==> src/rtl/score_keeper.sv <==
// Match scorer: saturating per-player score counters, IDLE/PLAY/OVER match FSM, serve and winner tracking.
// Optional win-by-two rule enabled by defining SCORE_KEEPER_WIN_BY_TWO_EN.
module score_keeper #(
  parameter int unsigned NUM_PLAYERS = 2,
  parameter int unsigned SCORE_WIDTH = 4,
  parameter int unsigned WIN_SCORE   = 11,
  localparam int unsigned IDX_W = (NUM_PLAYERS > 1) ? $clog2(NUM_PLAYERS) : 1
) (
  input  logic                               clock,
  input  logic                               reset,
  input  logic                               start,
  input  logic [NUM_PLAYERS-1:0]             point,
  output logic [NUM_PLAYERS*SCORE_WIDTH-1:0] scores,
  output logic                               playing,
  output logic                               game_over,
  output logic [IDX_W-1:0]                   winner,
  output logic [IDX_W-1:0]                   serve,
  output logic                               score_changed,
  output logic                               point_error
);

  localparam int unsigned SW1 = SCORE_WIDTH + 1;
  localparam logic [SCORE_WIDTH-1:0] SCORE_MAX = '1;

  typedef enum logic [1:0] {IDLE, PLAY, OVER} state_t;

  state_t                           state, state_d;
  logic [NUM_PLAYERS*SCORE_WIDTH-1:0] scores_d;
  logic [IDX_W-1:0]                 winner_d, serve_d;
  logic                             changed_d, error_d;
  logic [IDX_W-1:0]                 idx;
  logic [SCORE_WIDTH-1:0]           cur, nxt;
  logic                             win;

  // Scoring player, its saturated next score and whether that point wins
  always_comb begin
    idx = '0;
    cur = '0;
    for (int unsigned i = 0; i < NUM_PLAYERS; i++) begin
      if (point[i]) begin
        idx = IDX_W'(i);
        cur = scores[i*SCORE_WIDTH +: SCORE_WIDTH];
      end
    end
    nxt = (cur == SCORE_MAX) ? cur : cur + SCORE_WIDTH'(1);
    win = 32'(nxt) >= WIN_SCORE;
`ifdef SCORE_KEEPER_WIN_BY_TWO_EN
    for (int unsigned j = 0; j < NUM_PLAYERS; j++) begin
      if (!point[j] &&
          (SW1'(nxt) < SW1'(scores[j*SCORE_WIDTH +: SCORE_WIDTH]) + SW1'(2)))
        win = 1'b0;
    end
`endif
  end

  // Next-state and next-output logic
  always_comb begin
    state_d   = state;
    scores_d  = scores;
    winner_d  = winner;
    serve_d   = serve;
    changed_d = 1'b0;
    error_d   = 1'b0;
    if (start) begin
      state_d   = PLAY;
      scores_d  = '0;
      winner_d  = '0;
      serve_d   = '0;
      changed_d = 1'b1;
    end else if (state == PLAY && point != '0) begin
      if ($onehot(point)) begin
        for (int unsigned i = 0; i < NUM_PLAYERS; i++) begin
          if (point[i]) scores_d[i*SCORE_WIDTH +: SCORE_WIDTH] = nxt;
        end
        serve_d   = idx;
        changed_d = 1'b1;
        if (win) begin
          winner_d = idx;
          state_d  = OVER;
        end
      end else begin
        error_d = 1'b1;
      end
    end
  end

  always_ff @(posedge clock or posedge reset) begin
    if (reset) begin
      state         <= IDLE;
      scores        <= '0;
      winner        <= '0;
      serve         <= '0;
      playing       <= 1'b0;
      game_over     <= 1'b0;
      score_changed <= 1'b0;
      point_error   <= 1'b0;
    end else begin
      state         <= state_d;
      scores        <= scores_d;
      winner        <= winner_d;
      serve         <= serve_d;
      playing       <= (state_d == PLAY);
      game_over     <= (state_d == OVER);
      score_changed <= changed_d;
      point_error   <= error_d;
    end
  end

endmodule

==> config.mk <==
export PLATFORM = sky130hd
export DESIGN_NAME = score_keeper
export DESIGN_NICKNAME = d
export VERILOG_FILES = /design/src/rtl/score_keeper.sv
export SDC_FILE = /design/constraint.sdc
export NUM_CORES = 1
export LEC_CHECK = 0
export CAP_MARGIN = 10
export CORE_ASPECT_RATIO = 0.75
export CORE_MARGIN = 2
export CORE_UTILIZATION = 48
export DETAILED_ROUTE_END_ITERATION = 16
export GPL_ROUTABILITY_DRIVEN = 0
export PLACE_DENSITY = 0.76
export SKIP_CTS_REPAIR_TIMING = 1
export SYNTH_ARGS = -nofsm -noshare
export SYNTH_HDL_FRONTEND = slang
export SYNTH_SLANG_ARGS = --single-unit
export TNS_END_PERCENT = 20
==> constraint.sdc <==
create_clock -name clock -period 2.5 [get_ports clock]
set_input_delay 0.5 -clock clock [delete_from_list [all_inputs] [get_ports clock]]
set_output_delay 0.5 -clock clock [all_outputs]
set_load 0.02 [all_outputs]
# Word-level counts from Yosys, hierarchy flattened
# Index checks and enable logic that the tools add are counted.
[word_totals] inputBits=5 reg_bits=16 word_cells=54
[op_classes] n_addsub=2 n_reduce_logical=11 order_cmp=1 n_eq_ne=5 n_mux=26
[op_table] operator="2-to-1 mux 8 bit" n=3
[op_table] operator="2-to-1 mux 4 bit" n=5
[op_table] operator="2-to-1 mux 1 bit" n=14
[op_table] operator="nonzero test 2 bit" n=6
[op_table] operator="AND reduction 3 bit" n=3
[op_table] operator="2-to-1 mux 2 bit" n=4
[op_table] operator="== test 2 x 1 -> 1 bit (second input constant)" n=3
[op_table] operator="adder 4 x 1 -> 4 bit (second input constant)" n=1
[op_table] operator="== test 4 bit (second input constant)" n=1
[op_table] operator="greater-or-equal comparator 4 bit (second input constant)" n=1
[op_table] operator="adder 1 x 1 -> 2 bit" n=1
[op_table] operator="== test 2 bit (second input constant)" n=1
[op_table] operator="AND reduction 2 bit" n=1
[op_table] operator="logical AND 1 bit" n=1

# Depth between registers and ports, before layout
[logic_depth] depth_word=10 ltp_mapped=10

# Worst setup path before layout
# Ideal clock, no wire load.
[synth_path] kind="input -> register" start="input point[0]" end="register scores[5]" cell_stages=9 t_arrival_ns=1.938 path_slack_ns=0.430 setup_ns=0.132 cell_sequence="buf_4 -> inv_1 -> ha_1 -> nor4bb_1 -> buf_2 -> nand2_1 -> nor2b_1 -> mux2i_1 -> nor2_1"
[synth_via] elab_chain_cells=8 word_cells_on_any_way=16 classes_between="2 x add/sub; 2 x eq/ne; 7 x mux; 5 x reduce/logical"
[synth_lines] item="from (decl)" line="12" rtl="input logic [NUM_PLAYERS-1:0] point,"
[synth_lines] item="2-to-1 mux 4 bit (2 in series)" line="40" rtl="if (point[i]) begin"
[synth_lines] item="adder 4 x 1 -> 4 bit / == test 4 bit (equally long branches)" line="45" rtl="nxt = (cur == SCORE_MAX) ? cur : cur + SCORE_WIDTH'(1);"
[synth_lines] item="2-to-1 mux 4 bit" line="45"
[synth_lines] item="2-to-1 mux 4 bit" line="73" rtl="if (point[i]) scores_d[i*SCORE_WIDTH +: SCORE_WIDTH] = nxt;"
[synth_lines] item="2-to-1 mux 8 bit" line="71" rtl="if ($onehot(point)) begin"
[synth_lines] item="2-to-1 mux 8 bit" line="70" rtl="end else if (state == PLAY && point != '0) begin"
[synth_lines] item="2-to-1 mux 8 bit" line="64" rtl="if (start) begin"
[synth_lines] item="to (signal assigned)" line="99" rtl="scores <= scores_d;"
[synth_lines] item="to (decl)" line="13" rtl="output logic [NUM_PLAYERS*SCORE_WIDTH-1:0] scores,"
# Several ways; a longest one is shown, not always the timed one. The select of a mux whose other input is x is not followed.
# A chain may end at the register's enable or synchronous reset.

# Worst setup path in the final report
[layout_path] start="input point[1]" end="register scores[1]"
[layout_via] elab_chain_cells=7 word_cells_on_any_way=15 classes_between="2 x add/sub; 2 x eq/ne; 6 x mux; 5 x reduce/logical"
[layout_lines] item="2-to-1 mux 4 bit" line="40"
[layout_lines] item="adder 4 x 1 -> 4 bit / == test 4 bit (equally long branches)" line="45"
[layout_lines] item="2-to-1 mux 4 bit" line="45"
[layout_lines] item="2-to-1 mux 4 bit" line="73"
[layout_lines] item="2-to-1 mux 8 bit" line="71"
[layout_lines] item="2-to-1 mux 8 bit" line="70"
[layout_lines] item="2-to-1 mux 8 bit" line="64"
# Several ways; a longest one is shown, not always the timed one. The select of a mux whose other input is x is not followed.

==> results.json <==
{
  "post_drt_wl_per_cell_microns": 13.33,
  "syn_area_sq_um": 865.8,
  "cts_sinks": 16,
  "drive_gt1_frac": 0.1638,
  "vias_per_cell": 5.217,
  "io_buffers": 18,
  "root_buffer": "clkbuf_4",
  "firstDrtPassIters": 4,
  "avgSynthCellArea_sq_um": 9.620,
  "skew_ns": 0.001292,
  "async_reset_ff_frac": 1.000,
  "min_period_ns": 2.323,
  "dp_hpwl_mm": 1.354,
  "finalWirelength_mm": 1.839,
  "place_area_sq_um": 1110,
  "fin_area_sq_um": 1146,
  "arrival_ns": 2.48,
  "hold_path_class": "register to register",
  "die_h_microns": 40.78,
  "utilization": 0.6711,
  "fill_cells": 139,
  "htree_levels": 1,
  "cts_buffers": 3,
  "coreArea_sq_um": 1708,
  "slew_headroom": 0.5871,
  "ys.flop_type": "dfrtp_1",
  "start_util": 0.5070,
  "layout_common_cells": "clkdlybuf4s50_1, dfrtp_1, a21oi_1, nand2_1, buf_4",
  "vdd.ir_drop.worst_mv": 0.4852,
  "grt_start_max_net_pins": 18,
  "finalHoldViolations": 0,
  "power_leakage_nw": 0.5196,
  "synth-edff-count": 0,
  "cp_max_fo": 4,
  "ant_nets": 0,
  "clock_path_buffers": 2,
  "worst_slack_ns": 0.1774,
  "final-max-slew-violation-count": 0,
  "pwr_density_cell_nw_per_um2": 465.9,
  "setup_tns_ns": 0,
  "finalSetupViolations": 0,
  "die_area_sq_um": 2163,
  "r2r_start": "scores[4]$_DFFE_PP0P_",
  "cp-startpoint": "point[1]",
  "fin_hold_ws_ns": 0.5398,
  "antenna_found_initial": 0,
  "num_io_pins": 19,
  "layout.nets": 124,
  "maxCapViolations": 0,
  "dieWidth_microns": 53.04,
  "row_count": 13,
  "end_kind": "register",
  "synthesis.nets": 97,
  "cp-start-kind": "input pin",
  "clkLatencyLatePin_ns": 0.29,
  "grt-ovfl-total": 0,
  "rsz0062_at_grt": "no",
  "drt_iter0_drc": 17,
  "diodes": 0,
  "drc_errors": 0,
  "worstSetupPathType": "input pin to register",
  "max_freq_mhz": 430.6,
  "area_delta_synth_final_pct": 32.37,
  "grt_use_total": 0.2113,
  "worstHoldStart": "serve$_DFFE_PP0P_",
  "fin_crit_sh": 0.9290,
  "yosysWarnings": 0,
  "ys_ff_latch": 16,
  "worst_pin_slew_ns": 0.6187,
  "synth-seq-area-share": 0.4624,
  "place_ws_ns": -0.1023,
  "grt_pass1_wl_mm": 3.077,
  "clkTransAtPathRegs_ns": 0.09,
  "cts_tree": "done",
  "synth_cell_types": 32,
  "required_ns": 2.66,
  "synth_cells": 90,
  "vias": 720,
  "final_common_cell": "clkdlybuf4s50_1",
  "first_global_vias": 665,
  "status": "finished clean"
}
-- power breakdown --
| part | internal, W | total, W | switching (W) |
|---|---|---|---|
| registers | 0.000266 | 0.000271 | 0.00000517 |
| clock network | 0.0000887 | 0.000172 | 0.0000834 |
| logic | 0.0000423 | 0.0000909 | 0.0000486 |
| total | 0.000397 | 0.000534 | 0.000137 |
-- through the flow --
step,std cells,total power [W]
CTS,138,0.0005401
global placement,134,0.0003656
floorplan,90,0.0003296
finish,138,0.0005340
global route,138,0.0005572
detailed placement,134,0.0003669
-- layer usage --
layer | share of wire | track usage
met5 | 0 | 0
met2 | 0.45 | 0.3656
met3 | 0.049 | 0.07664
met1 | 0.49 | 0.2591
met4 | 0.0044 | 0.04487
-- sequential cells by signal, indices dropped and copies added, names as in the netlist --
| name | flops |
|---|---|
| state | 2 |
| winner | 1 |
| point_error | 1 |
| serve | 1 |
| score_changed | 1 |
| game_over | 1 |
| scores | 8 |
| playing | 1 |
-- path summary, 6_finish.rpt --
check / endpoint / slack, ns / cells past startpoint
max: scores[1]$_DFFE_PP0P_ / 0.18 / 9
min: serve$_DFFE_PP0P_ / 0.54 / 2
max reg2reg: winner$_DFFE_PP0P_ / 0.46 / 9
min reg2reg: serve$_DFFE_PP0P_ / 0.54 / 2
max in group asynchronous: scores[7]$_DFFE_PP0P_ / 1.53 / 2
min in group asynchronous: point_error$_DFF_PP0_ / 0.58 / 2
-- critical path, cell delays in order --
cell,delay (ns)
clkdlybuf4s50_1,0.45
buf_4,0.17
o21ai_0,0.23
ha_1,0.21
inv_1,0.06
a221o_1,0.33
mux2_1,0.33
mux2i_1,0.14
nor2_1,0.05
-- Yosys cell counts, drive strengths merged, types with 2 or more instances --
master / instances / area share
dfrtp: 16 / 0.46
nand2: 13 / 0.062
a21oi: 11 / 0.064
inv: 6 / 0.026
mux2i: 4 / 0.046
nand2b: 4 / 0.029
nand3: 4 / 0.023
nor2: 4 / 0.017
and2: 3 / 0.022
buf: 3 / 0.027
clkbuf: 2 / 0.0087
ha: 2 / 0.029
nand3b: 2 / 0.032
xnor2: 2 / 0.020
-- cells by family after synthesis --
family	Yosys count	share of synthesized area
AOI/OAI and AO/OA	19	0.1431
and+or+nand+nor	35	0.2240
xor gates and xnor gates	2	0.02023
buffers and inverters	11	0.06214
adders and majority gates	2	0.02890
muxes	5	0.05925
DFF	16	0.4624
-- layout make-up --
type / count / area (sq um) / area share
Timing Repair Buffer: 27 / 247.7 / 0.2162
Inverter: 6 / 22.52 / 0.01965
Sequential cell: 16 / 400.4 / 0.3493
Clock buffer: 4 / 36.28 / 0.03166
Tap cell: 22 / 27.53 / 0.02402
Multi-Input combinational cell: 63 / 411.6 / 0.3592
Note: power is estimated with default switching activity, not from simulation.
